### src/rtl/pitch_stabilizer.sv
// pitch_stabilizer: tracks a DEPTH-bin window and emits its average once the spread is within TOL.
// Optional macro PITCH_STAB_HOLD_EN re-emits the last stable pitch on unstable windows.
module pitch_stabilizer #(
  parameter int W = 10,
  parameter int DEPTH = 4,
  parameter int TOL = 2
) (
  input  logic         clk,
  input  logic         reset,
  input  logic [W-1:0] bin_data,
  input  logic         bin_valid,
  output logic         bin_ready,
  output logic [W-1:0] pitch_data,
  output logic         pitch_valid,
  input  logic         pitch_ready,
  output logic         locked
);
  localparam int LD = $clog2(DEPTH);
  localparam int CW = $clog2(DEPTH + 1);
  localparam int SW = W + LD;
  typedef enum logic {FILL, TRACK} state_t;
  state_t state_q, state_d;
  logic [W-1:0] hist_q [DEPTH];
  logic [W-1:0] hist_d [DEPTH];
  logic [CW-1:0] fill_count_q, fill_count_d;
  logic eval_pending_q, eval_pending_d;
  logic [W-1:0] pitch_data_q, pitch_data_d;
  logic pitch_valid_q, pitch_valid_d;
  logic locked_q, locked_d;
  logic accept, zero, stable;
  logic [W-1:0] mx, mn, avg;
  logic [SW-1:0] sum;
`ifdef PITCH_STAB_HOLD_EN
  logic [W-1:0] last_stable_q, last_stable_d;
  logic has_stable_q, has_stable_d;
`endif
  assign bin_ready = !eval_pending_q && (!pitch_valid_q || pitch_ready);
  assign accept = bin_valid && bin_ready;
  assign zero = bin_data == '0;
  assign pitch_data = pitch_data_q;
  assign pitch_valid = pitch_valid_q;
  assign locked = locked_q;
  always_comb begin
    mx = hist_q[0];
    mn = hist_q[0];
    sum = '0;
    for (int i = 0; i < DEPTH; i++) begin
      mx = hist_q[i] > mx ? hist_q[i] : mx;
      mn = hist_q[i] < mn ? hist_q[i] : mn;
      sum = sum + SW'(hist_q[i]);
    end
    avg = W'(sum >> LD);
    stable = (mx - mn) <= W'(TOL);
  end
  // an accepted bin and an evaluation never share an edge: bin_ready is low while eval_pending
  always_comb begin
    state_d = state_q;
    hist_d = hist_q;
    fill_count_d = fill_count_q;
    eval_pending_d = 1'b0;
    pitch_data_d = pitch_data_q;
    pitch_valid_d = pitch_valid_q && !pitch_ready;
    locked_d = locked_q;
`ifdef PITCH_STAB_HOLD_EN
    last_stable_d = last_stable_q;
    has_stable_d = has_stable_q;
`endif
    if (accept && zero) begin
      for (int i = 0; i < DEPTH; i++) hist_d[i] = '0;
      fill_count_d = '0;
      state_d = FILL;
      locked_d = 1'b0;
`ifdef PITCH_STAB_HOLD_EN
      last_stable_d = '0;
      has_stable_d = 1'b0;
`endif
    end else if (accept) begin
      hist_d[0] = bin_data;
      for (int i = 1; i < DEPTH; i++) hist_d[i] = hist_q[i-1];
      fill_count_d = fill_count_q == CW'(DEPTH) ? fill_count_q : fill_count_q + 1'b1;
      state_d = fill_count_d == CW'(DEPTH) ? TRACK : FILL;
      eval_pending_d = fill_count_d == CW'(DEPTH);
    end
    if (eval_pending_q) begin
      locked_d = stable;
      if (stable) begin
        pitch_data_d = avg;
        pitch_valid_d = 1'b1;
`ifdef PITCH_STAB_HOLD_EN
        last_stable_d = avg;
        has_stable_d = 1'b1;
`endif
      end
`ifdef PITCH_STAB_HOLD_EN
      else if (has_stable_q) begin
        pitch_data_d = last_stable_q;
        pitch_valid_d = 1'b1;
      end
`endif
    end
  end
  always_ff @(posedge clk or posedge reset) begin
    if (reset) begin
      state_q <= FILL;
      for (int i = 0; i < DEPTH; i++) hist_q[i] <= '0;
      fill_count_q <= '0;
      eval_pending_q <= 1'b0;
      pitch_data_q <= '0;
      pitch_valid_q <= 1'b0;
      locked_q <= 1'b0;
`ifdef PITCH_STAB_HOLD_EN
      last_stable_q <= '0;
      has_stable_q <= 1'b0;
`endif
    end else begin
      state_q <= state_d;
      hist_q <= hist_d;
      fill_count_q <= fill_count_d;
      eval_pending_q <= eval_pending_d;
      pitch_data_q <= pitch_data_d;
      pitch_valid_q <= pitch_valid_d;
      locked_q <= locked_d;
`ifdef PITCH_STAB_HOLD_EN
      last_stable_q <= last_stable_d;
      has_stable_q <= has_stable_d;
`endif
    end
  end
endmodule

### config.mk
export PLATFORM = sky130hd
export DESIGN_NAME = pitch_stabilizer
export DESIGN_NICKNAME = d
export VERILOG_FILES = /design/src/rtl/pitch_stabilizer.sv
export SDC_FILE = /design/constraint.sdc
export NUM_CORES = 1
export LEC_CHECK = 0
export ABC_AREA = 1
export ABC_CLOCK_PERIOD_IN_PS = 8800
export BUFFER_PORTS_ARGS = -buffer_cell sky130_fd_sc_hd__buf_2
export CAP_MARGIN = 20
export CORE_MARGIN = 8
export CORE_UTILIZATION = 40
export CTS_BUF_LIST = sky130_fd_sc_hd__clkbuf_2
export CTS_CLUSTER_SIZE = 28
export DETAILED_ROUTE_END_ITERATION = 10
export GPL_ROUTABILITY_DRIVEN = 0
export GPL_TIMING_DRIVEN = 1
export PLACE_DENSITY = 0.6
export RECOVER_POWER = 100
export SLEW_MARGIN = 10
export SYNTH_ARGS = -nofsm -noshare
export SYNTH_HDL_FRONTEND = slang
export SYNTH_SLANG_ARGS = --single-unit
### constraint.sdc
create_clock -name clk -period 8.8 [get_ports clk]
set_clock_uncertainty 0.05 [all_clocks]
set_input_delay 2.64 -clock clk [delete_from_list [all_inputs] [get_ports clk]]
set_output_delay 2.64 -clock clk [all_outputs]
set_load 0.01 [all_outputs]
# Word-level counts from Yosys, hierarchy flattened
# Index checks and enable logic that the tools add are counted.
[word_totals]
inputBits = 14
wordCells = 52
reg_bits = 56
out_inout_bits = 13
[op_classes]
eq_ne = 2
n_reduce_logical = 12
order_cmp = 7
n_addsub = 5
n_mux = 17
[op_table]
columns = ["operator", "count"]
rows = [
  ["40-bit 2-to-1 mux", 2],
  ["10-bit 2-to-1 mux", 6],
  ["10-bit > comparator", 3],
  ["10-bit less-than comparator", 3],
  ["11-bit by 10-bit adder with 12-bit output", 1],
  ["12-bit by 10-bit adder with 12-bit output", 1],
  ["10-bit by 10-bit adder with 11-bit output", 1],
  ["10-bit by 2-bit less-or-equal comparator with 1-bit output, second input constant", 1],
  ["10-bit zero test", 1],
  ["10-bit subtractor", 1],
  ["3-bit 2-to-1 mux", 3],
  ["3-bit == test, second input constant", 2],
  ["1-bit 2-to-1 mux", 6],
  ["1-bit logical AND", 4],
  ["2-bit nonzero test", 2],
  ["3-bit by 1-bit adder with 3-bit output, second input constant", 1],
  ["1-bit zero test", 3],
  ["2-bit AND reduction", 1],
  ["1-bit logical OR", 1],
]

# Logic depth before layout (Yosys ltp)
# Gate-level depths: netlist of run 1.
[logic_depth]
word_depth = 10
ltp_mapped = 54
mapped_depth_nobuf = 50

# Least setup slack after synthesis of run 1
# Ideal clock, no wire load.
[synth_timing]
kind = "register to register"
from = "reg hist_q[39] (netlist bit)"
to = "reg pitch_data_q[1] (netlist: pitch_data[1])"
required_time_ps = 8684
arrival_time_ps = 6936
setup_slack_ps = 1748
setup_ps = 66
stages_incl_launch_ff = 52
period_less_slack_ps = 7052
path_buffers = 5
path_cell_list = "dfrtp_1 inv_1 ha_1 nand2_2 nor2_4 nand3_2 nand3_4 nand2_2 clkbuf_1 nand2_1 o21ai_0 ha_1 nand4_1 nand3b_1 nor3_2 nor2_1 nand2_2 nand2_4 (+16 left out) o21ai_0 ha_1 inv_1 fa_1 nand3_1 nand2_1 a21oi_1 nor2_1 nor2_1 inv_1 nand2_1 nand3_1 a2111oi_0 o21ai_0 a221oi_1 clkbuf_1 nand3_1 nand2_1"
[synth_via]
elab_chain_cells = 9
elab_cells_between_ends = 15
cone_classes = "add/sub: 1; order compare: 7; mux: 6; reduce/logical: 1"
[synth_rtl]
columns = ["element", "line_no", "source"]
rows = [
  ["start, declared", "23", "logic [W-1:0] hist_q [DEPTH];"],
  ["start signal, assigned", "117", "hist_q <= hist_d;"],
  ["10-bit > comparator / 10-bit less-than comparator (equally long branches)", "48, 49", ""],
  ["10-bit 2-to-1 mux, on equally long branches", "48, 49", ""],
  ["10-bit > comparator / 10-bit less-than comparator (equally long branches)", "48, 49", ""],
  ["10-bit 2-to-1 mux, on equally long branches", "48, 49", ""],
  ["10-bit > comparator / 10-bit less-than comparator (equally long branches)", "48, 49", ""],
  ["10-bit 2-to-1 mux, on equally long branches", "48, 49", ""],
  ["10-bit subtractor *", "53", "stable = (mx - mn) <= W'(TOL);"],
  ["10-bit by 2-bit less-or-equal comparator with 1-bit output *", "53", ""],
  ["2-bit AND reduction (no source line) *", "n/a", ""],
  ["end signal, assigned", "120", "pitch_data_q <= pitch_data_d;"],
  ["end, declared", "27", "logic [W-1:0] pitch_data_q, pitch_data_d;"],
]
# Mark *: on every way between the ends. The rest lies on a longest branch, timed or not.
# A chain may end at the register's enable or synchronous reset.

# Final worst setup path of run 1
[layout_timing]
from = "reg hist_q[35] (netlist bit)"
to = "reg pitch_data_q[9] (netlist: pitch_data[9])"
[layout_via]
elab_chain_cells = 9
elab_cells_between_ends = 18
cone_classes = "add/sub: 4; order compare: 7; mux: 6; reduce/logical: 1"
[layout_rtl]
columns = ["element", "line_no"]
rows = [
  ["10-bit > comparator / 10-bit less-than comparator (equally long branches)", "48, 49"],
  ["10-bit 2-to-1 mux, on equally long branches", "48, 49"],
  ["10-bit > comparator / 10-bit less-than comparator (equally long branches)", "48, 49"],
  ["10-bit 2-to-1 mux, on equally long branches", "48, 49"],
  ["10-bit > comparator / 10-bit less-than comparator (equally long branches)", "48, 49"],
  ["10-bit 2-to-1 mux, on equally long branches", "48, 49"],
  ["10-bit subtractor", "53"],
  ["10-bit by 2-bit less-or-equal comparator with 1-bit output", "53"],
  ["2-bit AND reduction (no source line)", "n/a"],
]
# Several ways; a longest one is shown, not always the timed one.

==> impl_table.tex, run 1 <==
\begin{tabular}{lr}
\hline
Metric & Value \\
\hline
\multicolumn{2}{l}{\textbf{Run status}} \\
Outcome & complete, but fails checks \\
Violations in the final reports & capacitance limit, slew limit \\
\multicolumn{2}{l}{\textbf{Min path}} \\
Path class of the lowest-slack min-delay path & register to register \\
\multicolumn{2}{l}{\textbf{Route}} \\
Total number of vias & between 4000 and 5000 \\
Antenna-violating nets left & 0 \\
First DRT Iteration DRCs & between 200 and 250 \\
First-pass detailed-route iteration total & 7 \\
Number of remaining DRC errors & 0 \\
Detail-routed via count per cell & around 5.2 \\
WL/cell & around 16 um \\
Total routed wirelength & about 13000 um \\
\multicolumn{2}{l}{\textbf{Final layout}} \\
Area growth syn-to-layout & 6.51\% \\
Commonest non-fill, non-tap cell in the layout & sky130\_fd\_sc\_hd\_\_nand2\_1 \\
Antenna diodes & 0 \\
Share of post-route cells with drive strength above 1 & 0.0999 \\
Most used cells in the layout excluding fill and tap cells & sky130\_fd\_sc\_hd\_\_nand2\_1, sky130\_fd\_sc\_hd\_\_o21ai\_0, sky130\_fd\_sc\_hd\_\_inv\_1 \\
Number of nets in the finished design & around 770 \\
\multicolumn{2}{l}{\textbf{Logic synthesis}} \\
Unique masters post-synth & 43 \\
Post-synthesis sequential area ratio & 0.273 \\
Average cell area after synthesis & $\sim$7.9 um\^{}2 \\
Netlist area before placement & between 5000 and 6000 um\^{}2 \\
Number of enable-type register cells in the synthesized netlist & 0 \\
Ys Warns & 0 \\
Primary FF master, synth & sky130\_fd\_sc\_hd\_\_dfrtp\_1 \\
Flip-flop and latch count after synthesis & 56 \\
Number of instances in the synthesized netlist & about 650 \\
Syn\_nets & between 700 and 800 \\
Fraction of synthesis flops using an asynchronous set or reset pin & 1.00 \\
\multicolumn{2}{l}{\textbf{STA}} \\
Fmax & 128 MHz \\
Final period demand of the worst path & 7810 ps \\
Share of the clock period used by the worst path & 0.888 \\
Final number of setup-violating endpoints & 0 \\
Setup repair after global routing missed its margin & false \\
Count of final hold-check violations & 0 \\
Number of pins with negative max-slew slack in the final report & just over 100 \\
Worst slew pin tran & slightly above 3000 ps \\
Final sum of negative setup slack & 0 ps \\
Remaining max-slew budget at the tightest pin & -1.07 \\
\multicolumn{2}{l}{\textbf{Placement}} \\
Number of buffers added on ports & 26 \\
HPWL after detailed placement & approximately 10000 um \\
\multicolumn{2}{l}{\textbf{Floorplanning}} \\
Area of the die & about 17000 um\^{}2 \\
Area of the core region & between 10000 and 15000 um\^{}2 \\
Initial cell density of the core & 0.408 \\
Total number of placement rows & $\sim$40 \\
Chip height & about 130 um \\
Horiz. Die Dim & 129 um \\
Number of placed I/O pins & 27 \\
\multicolumn{2}{l}{\textbf{Critical path}} \\
Setup slack on the worst flop-to-flop path & between 900 and 1000 ps \\
Standard cell with the maximum stage delay on the critical path & sky130\_fd\_sc\_hd\_\_dfrtp\_1 \\
Kind of capture point of the worst setup path & register \\
Largest incremental delay on the critical path & 470 ps \\
Maximum net fanout on the critical path & 21 \\
Critical Path Most Common Cell & sky130\_fd\_sc\_hd\_\_nand2\_1 \\
Crit path buf inv count & 7 \\
Endpoint required time on the critical path & approximately 9200 ps \\
Cell family contributing the most delay on the critical path & simple AND/OR/NAND/NOR gates \\
Arrival time of data at the critical path endpoint & $\sim$8000 ps \\
WS Path Type & register to register \\
Critical path startpoint category & register \\
\multicolumn{2}{l}{\textbf{GRT}} \\
Vias in the first global route & about 4500 \\
Number of antenna violations at the first check in global routing & 0 \\
First-pass GRT wire length & 22500 um \\
Total gr overflow & 0 \\
Aggregate global-route resource usage & 0.168 \\
Pin count of the biggest net entering global routing & 57 \\
\multicolumn{2}{l}{\textbf{Flow run}} \\
Max-cap viol count & 2 \\
\multicolumn{2}{l}{\textbf{Clocking}} \\
Maximum level of the CTS H-tree & 2 \\
CTS root buf & sky130\_fd\_sc\_hd\_\_clkbuf\_2 \\
Insertion delay to the later sink of the worst-skew pair & approximately 480 ps \\
Number of clock sinks & 56 \\
Deepest clock path buffer count & 2 \\
CTS tree & built \\
Clock edge transition at the registers on the reported setup and hold paths & roughly 270 ps \\
TritonCTS Buffers & 5 \\
\hline
\end{tabular}
==> repair_timing <==
item	CTS	global route
setup endpoints to repair	0	12
hold buffers	0	0
setup buffers	0	1
resized for setup	0	4
==> path summary, 6_finish.rpt <==
path	from	to	depth (start not counted)
min in group asynchronous	reset	pitch_data[5]	3
max in group asynchronous	reset	hist_q[3]	3
max reg2reg	hist_q[35]	pitch_data[9]	47
min	pitch_data[8]	pitch_data[8]	2
max	hist_q[35]	pitch_data[9]	47
min reg2reg	pitch_data[8]	pitch_data[8]	2
==> worst reg2reg max path, delay by kind of cell, from the launching register on <==
family                     cells  cell delay [ps]
AOI/OAI and AO/OA             12             2100
and+or+nand+nor               23             2650
adders and majority gates      5             1530
buffers and inverters          7              940
DFF                            1              470
==> registers in the layout (all words and copies together), names as in the netlist <==
name	count
hist_q	40
eval_pending_q	1
fill_count_q	3
pitch_data	10
pitch_valid	1
locked	1
==> Yosys cell counts, types with 3 or more instances <==
| cell type | n | area share |
|---|---|---|
| sky130_fd_sc_hd__clkbuf_1 | 15 | 0.011 |
| sky130_fd_sc_hd__xor2_1 | 7 | 0.012 |
| sky130_fd_sc_hd__nor4_1 | 3 | 0.0037 |
| sky130_fd_sc_hd__fa_1 | 21 | 0.082 |
| sky130_fd_sc_hd__nand2_1 | 147 | 0.11 |
| sky130_fd_sc_hd__nand4_1 | 5 | 0.0061 |
| sky130_fd_sc_hd__dfrtp_1 | 56 | 0.27 |
| sky130_fd_sc_hd__inv_2 | 3 | 0.0022 |
| sky130_fd_sc_hd__ha_1 | 67 | 0.16 |
| sky130_fd_sc_hd__o22ai_1 | 24 | 0.029 |
| sky130_fd_sc_hd__buf_6 | 3 | 0.0066 |
| sky130_fd_sc_hd__nand3_2 | 5 | 0.0098 |
| sky130_fd_sc_hd__o21ai_0 | 81 | 0.079 |
| sky130_fd_sc_hd__nor2_1 | 26 | 0.019 |
| sky130_fd_sc_hd__nor3_1 | 3 | 0.0029 |
| sky130_fd_sc_hd__nand3_1 | 25 | 0.024 |
| sky130_fd_sc_hd__inv_1 | 76 | 0.056 |
| sky130_fd_sc_hd__a21oi_1 | 30 | 0.029 |
| sky130_fd_sc_hd__nand2_2 | 22 | 0.027 |
| sky130_fd_sc_hd__o21bai_1 | 3 | 0.0044 |
| sky130_fd_sc_hd__xnor2_1 | 3 | 0.0051 |
==> cell families after synthesis <==
logic type | synth area share
AND/OR/NAND/NOR | 0.220
AO/OA/AOI/OAI | 0.166
buffers and inverters | 0.0785
adder cells (fa/ha/maj) | 0.245
flip-flops | 0.273
XOR/XNOR | 0.0171
==> layer usage <==
metal,up-vias,share of wire,track usage
met4,0,0.015,0.0470
met1,2056,0.50,0.227
met3,12,0.026,0.0218
li1,2226,-,-
met2,69,0.46,0.276
met5,-,0,0
==> through the flow <==
stage / util / cell area [um^2] / hold WS (ps) / instances / setup WS, ps
finish: 0.435 / 5470 / 469 / 843 / 987
global route: 0.435 / 5470 / 505 / 843 / 49.0
CTS: 0.435 / 5460 / 466 / 842 / 468
detailed placement: 0.429 / 5400 / 413 / 834 / 543
global placement: 0.429 / 5400 / 403 / 834 / 643
floorplan: - / 5130 / 456 / 653 / 1750
==> final cells by class <==
| cell class | count | area, um^2 |
|---|---|---|
| inverters | 80 | 304 |
| fillers | 1313 | 7100 |
| repair buffers | 30 | 136 |
| flip-flops and latches | 56 | 1400 |
| multi-input cells | 497 | 3340 |
| clock inverters | 2 | 35.0 |
| well taps | 172 | 215 |
| clock buffers | 6 | 30.0 |
Power of run 1 is not shown: default switching activity piles up to over one toggle a cycle in this logic, so the estimate is an artifact.
==> run 2, diff against run 1 <==
--- a/config.mk
+++ b/config.mk
@@ -5,7 +5,6 @@
 export SDC_FILE = /design/constraint.sdc
 export NUM_CORES = 1
 export LEC_CHECK = 0
-export ABC_AREA = 1
 export ABC_CLOCK_PERIOD_IN_PS = 8800
 export BUFFER_PORTS_ARGS = -buffer_cell sky130_fd_sc_hd__buf_2
 export CAP_MARGIN = 20
==> run 2 against run 1 <==
  * The flow still finishes with violations (capacitance limit, slew limit)
  * Cell count is 2.7% lower
  * Maximum frequency is 7.3% lower
  * Critical path depth is 13 lower
  * Area after synthesis is 2.7% higher
  * First-iteration DRC count is 30% higher
==> impl_table.tex, run 2 <==
\begin{tabular}{lr}
\hline
Metric & Value \\
\hline
\multicolumn{2}{l}{\textbf{Final layout}} \\
Top reg by flops & hist\_q \\
Antenna diodes & 0 \\
Share of post-route cells with drive strength above 1 & 0.177 \\
Number of nets in the finished design & about 750 \\
Area growth syn-to-layout & 14.2\% \\
Total area of multi-input combinational cells & 3730 um\^{}2 \\
Storage element area & 1410 um\^{}2 \\
Number of fillers in the final layout & $\sim$1300 \\
Number of flip-flops in the largest register & 40 \\
Core Util, Final & 0.462 \\
Commonest non-fill, non-tap cell in the layout & sky130\_fd\_sc\_hd\_\_nand2\_1 \\
Most used cells in the layout excluding fill and tap cells & sky130\_fd\_sc\_hd\_\_nand2\_1, sky130\_fd\_sc\_hd\_\_ha\_1, sky130\_fd\_sc\_hd\_\_dfrtp\_1 \\
\multicolumn{2}{l}{\textbf{Route}} \\
First DRT Iteration DRCs & 286 \\
Antenna-violating nets left & 0 \\
WL/cell & around 17 um \\
Number of remaining DRC errors & 0 \\
Total number of vias & between 4000 and 5000 \\
First-pass detailed-route iteration total & 5 \\
Detail-routed via count per cell & about 5.5 \\
Total routed wirelength & between 10000 and 15000 um \\
\multicolumn{2}{l}{\textbf{STA}} \\
Final sum of negative setup slack & 0 ps \\
Fmax & between 100 and 150 MHz \\
Remaining max-slew budget at the tightest pin & -1.09 \\
Final number of setup-violating endpoints & 0 \\
Final period demand of the worst path & approximately 8400 ps \\
Share of the clock period used by the worst path & 0.958 \\
Number of pins with negative max-slew slack in the final report & approximately 150 \\
Worst slew pin tran & approximately 3100 ps \\
Count of final hold-check violations & 0 \\
\multicolumn{2}{l}{\textbf{Logic synthesis}} \\
Primary FF master, synth & sky130\_fd\_sc\_hd\_\_dfrtp\_1 \\
Yosys top cell area share & 0.266 \\
Most frequently used cell type in the post-synthesis netlist & sky130\_fd\_sc\_hd\_\_nand2\_1 \\
Number of instances in the synthesized netlist & 591 \\
Top cells by count, synth & sky130\_fd\_sc\_hd\_\_nand2\_1, sky130\_fd\_sc\_hd\_\_ha\_1, sky130\_fd\_sc\_hd\_\_dfrtp\_1 \\
Cells taking the most area after synthesis & sky130\_fd\_sc\_hd\_\_dfrtp\_1, sky130\_fd\_sc\_hd\_\_ha\_1, sky130\_fd\_sc\_hd\_\_fa\_1, sky130\_fd\_sc\_hd\_\_nand2\_1, sky130\_fd\_sc\_hd\_\_o21ai\_0 \\
Fraction of synthesis flops using an asynchronous set or reset pin & 1.00 \\
Syn\_nets & between 600 and 700 \\
Yosys top cell by area & sky130\_fd\_sc\_hd\_\_dfrtp\_1 \\
Unique masters post-synth & 57 \\
Netlist area before placement & between 5000 and 6000 um\^{}2 \\
Number of enable-type register cells in the synthesized netlist & 0 \\
Post-synthesis sequential area ratio & 0.266 \\
Flip-flop and latch count after synthesis & 56 \\
Ys Warns & 0 \\
Average cell area after synthesis & between 8 and 9 um\^{}2 \\
\multicolumn{2}{l}{\textbf{Clocking}} \\
Maximum level of the CTS H-tree & 2 \\
Insertion delay to the later sink of the worst-skew pair & about 510 ps \\
Number of clock sinks & 56 \\
Deepest clock path buffer count & 2 \\
TritonCTS Buffers & 5 \\
CTS tree & built \\
CTS root buf & sky130\_fd\_sc\_hd\_\_clkbuf\_2 \\
Clock edge transition at the registers on the reported setup and hold paths & 310 ps \\
\multicolumn{2}{l}{\textbf{Floorplanning}} \\
Chip height & around 130 um \\
Horiz. Die Dim & $\sim$130 um \\
Area of the core region & $\sim$13000 um\^{}2 \\
Total number of placement rows & 42 \\
Number of placed I/O pins & 27 \\
Initial cell density of the core & 0.404 \\
Area of the die & $\sim$17000 um\^{}2 \\
\multicolumn{2}{l}{\textbf{GRT}} \\
Aggregate global-route resource usage & 0.169 \\
Total gr overflow & 0 \\
Vias in the first global route & 4494 \\
Pin count of the biggest net entering global routing & 57 \\
Number of antenna violations at the first check in global routing & 0 \\
First-pass GRT wire length & roughly 23000 um \\
\multicolumn{2}{l}{\textbf{Critical path}} \\
Largest incremental delay on the critical path & 490 ps \\
Standard cell with the maximum stage delay on the critical path & sky130\_fd\_sc\_hd\_\_or3b\_2 \\
Critical path startpoint category & register \\
Arrival time of data at the critical path endpoint & just under 9000 ps \\
Endpoint required time on the critical path & approximately 9200 ps \\
Kind of capture point of the worst setup path & register \\
WS Path Type & register to register \\
Critical Path Most Common Cell & sky130\_fd\_sc\_hd\_\_ha\_1 \\
Maximum net fanout on the critical path & 12 \\
\multicolumn{2}{l}{\textbf{Run status}} \\
Outcome & complete, but fails checks \\
Violations in the final reports & capacitance limit, slew limit \\
\multicolumn{2}{l}{\textbf{Placement}} \\
HPWL after detailed placement & $\sim$10000 um \\
Number of buffers added on ports & 26 \\
\multicolumn{2}{l}{\textbf{Min path}} \\
Path class of the lowest-slack min-delay path & register to register \\
\multicolumn{2}{l}{\textbf{Flow run}} \\
Max-cap viol count & 3 \\
\hline
\end{tabular}
[run 2: timing repair]
item	in CTS	in global routing
setup endpoints to repair	12	12
pin swaps	0	7
buffers inserted	0	22
gates resized for setup	5	31
hold buffers	0	0
[run 2: area by class of cell]
cell class              instances  area share
clock inverters                 3     0.00707
inverters                      43      0.0268
clock buffers                   5     0.00416
repair buffers                 65      0.0723
well taps                     176      0.0366
flip-flops and latches         56       0.234
multi-input cells             472       0.619
[run 2: layer usage]
| metal | share of wire | track usage |
|---|---|---|
| met1 | 0.47 | 0.223 |
| met2 | 0.48 | 0.284 |
| met3 | 0.033 | 0.0215 |
| met4 | 0.014 | 0.0452 |
| met5 | 0 | 0 |
[run 2: critical path: cells and delay by family, from the launching register on]
| family | cells | cell delay (ps) |
|---|---|---|
| and+or+nand+nor | 6 | 1250 |
| AOI/OAI and AO/OA | 18 | 4130 |
| muxes | 3 | 830 |
| buffers and inverters | 3 | 470 |
| adders and majority gates | 4 | 1180 |
| DFF | 1 | 470 |
[run 2: stage by stage]
step	instances	cell area (um^2)	setup slack, ps	hold WS [ps]
global route	820	6020	-60.6	523
floorplan	591	5270	234	490
finish	820	6020	371	488
global placement	789	5670	23.1	436
detailed placement	789	5670	-250	440
CTS	797	5750	15.2	488
[run 2: final timing paths]
check                                    from             to  slack (ps)  cells past startpoint
worst max-delay path               hist_q[33]  pitch_data[8]         370                     34
worst min-delay path            pitch_data[9]  pitch_data[9]         490                      2
worst max register to register     hist_q[33]  pitch_data[8]         370                     34
worst min register to register  pitch_data[9]  pitch_data[9]         490                      2
max in group asynchronous               reset     hist_q[24]        3560                      3
min in group asynchronous               reset  pitch_data[0]        3220                      3
[run 2: cells by family after synthesis]
family,count (synthesis),synth area share
compound gates,167,0.199
xor+xnor,11,0.0183
fa+ha+maj,88,0.239
buf+inv,63,0.0468
flops,56,0.266
mux,38,0.0817
simple gates,168,0.149
Power of run 2 is left out for the same reason.
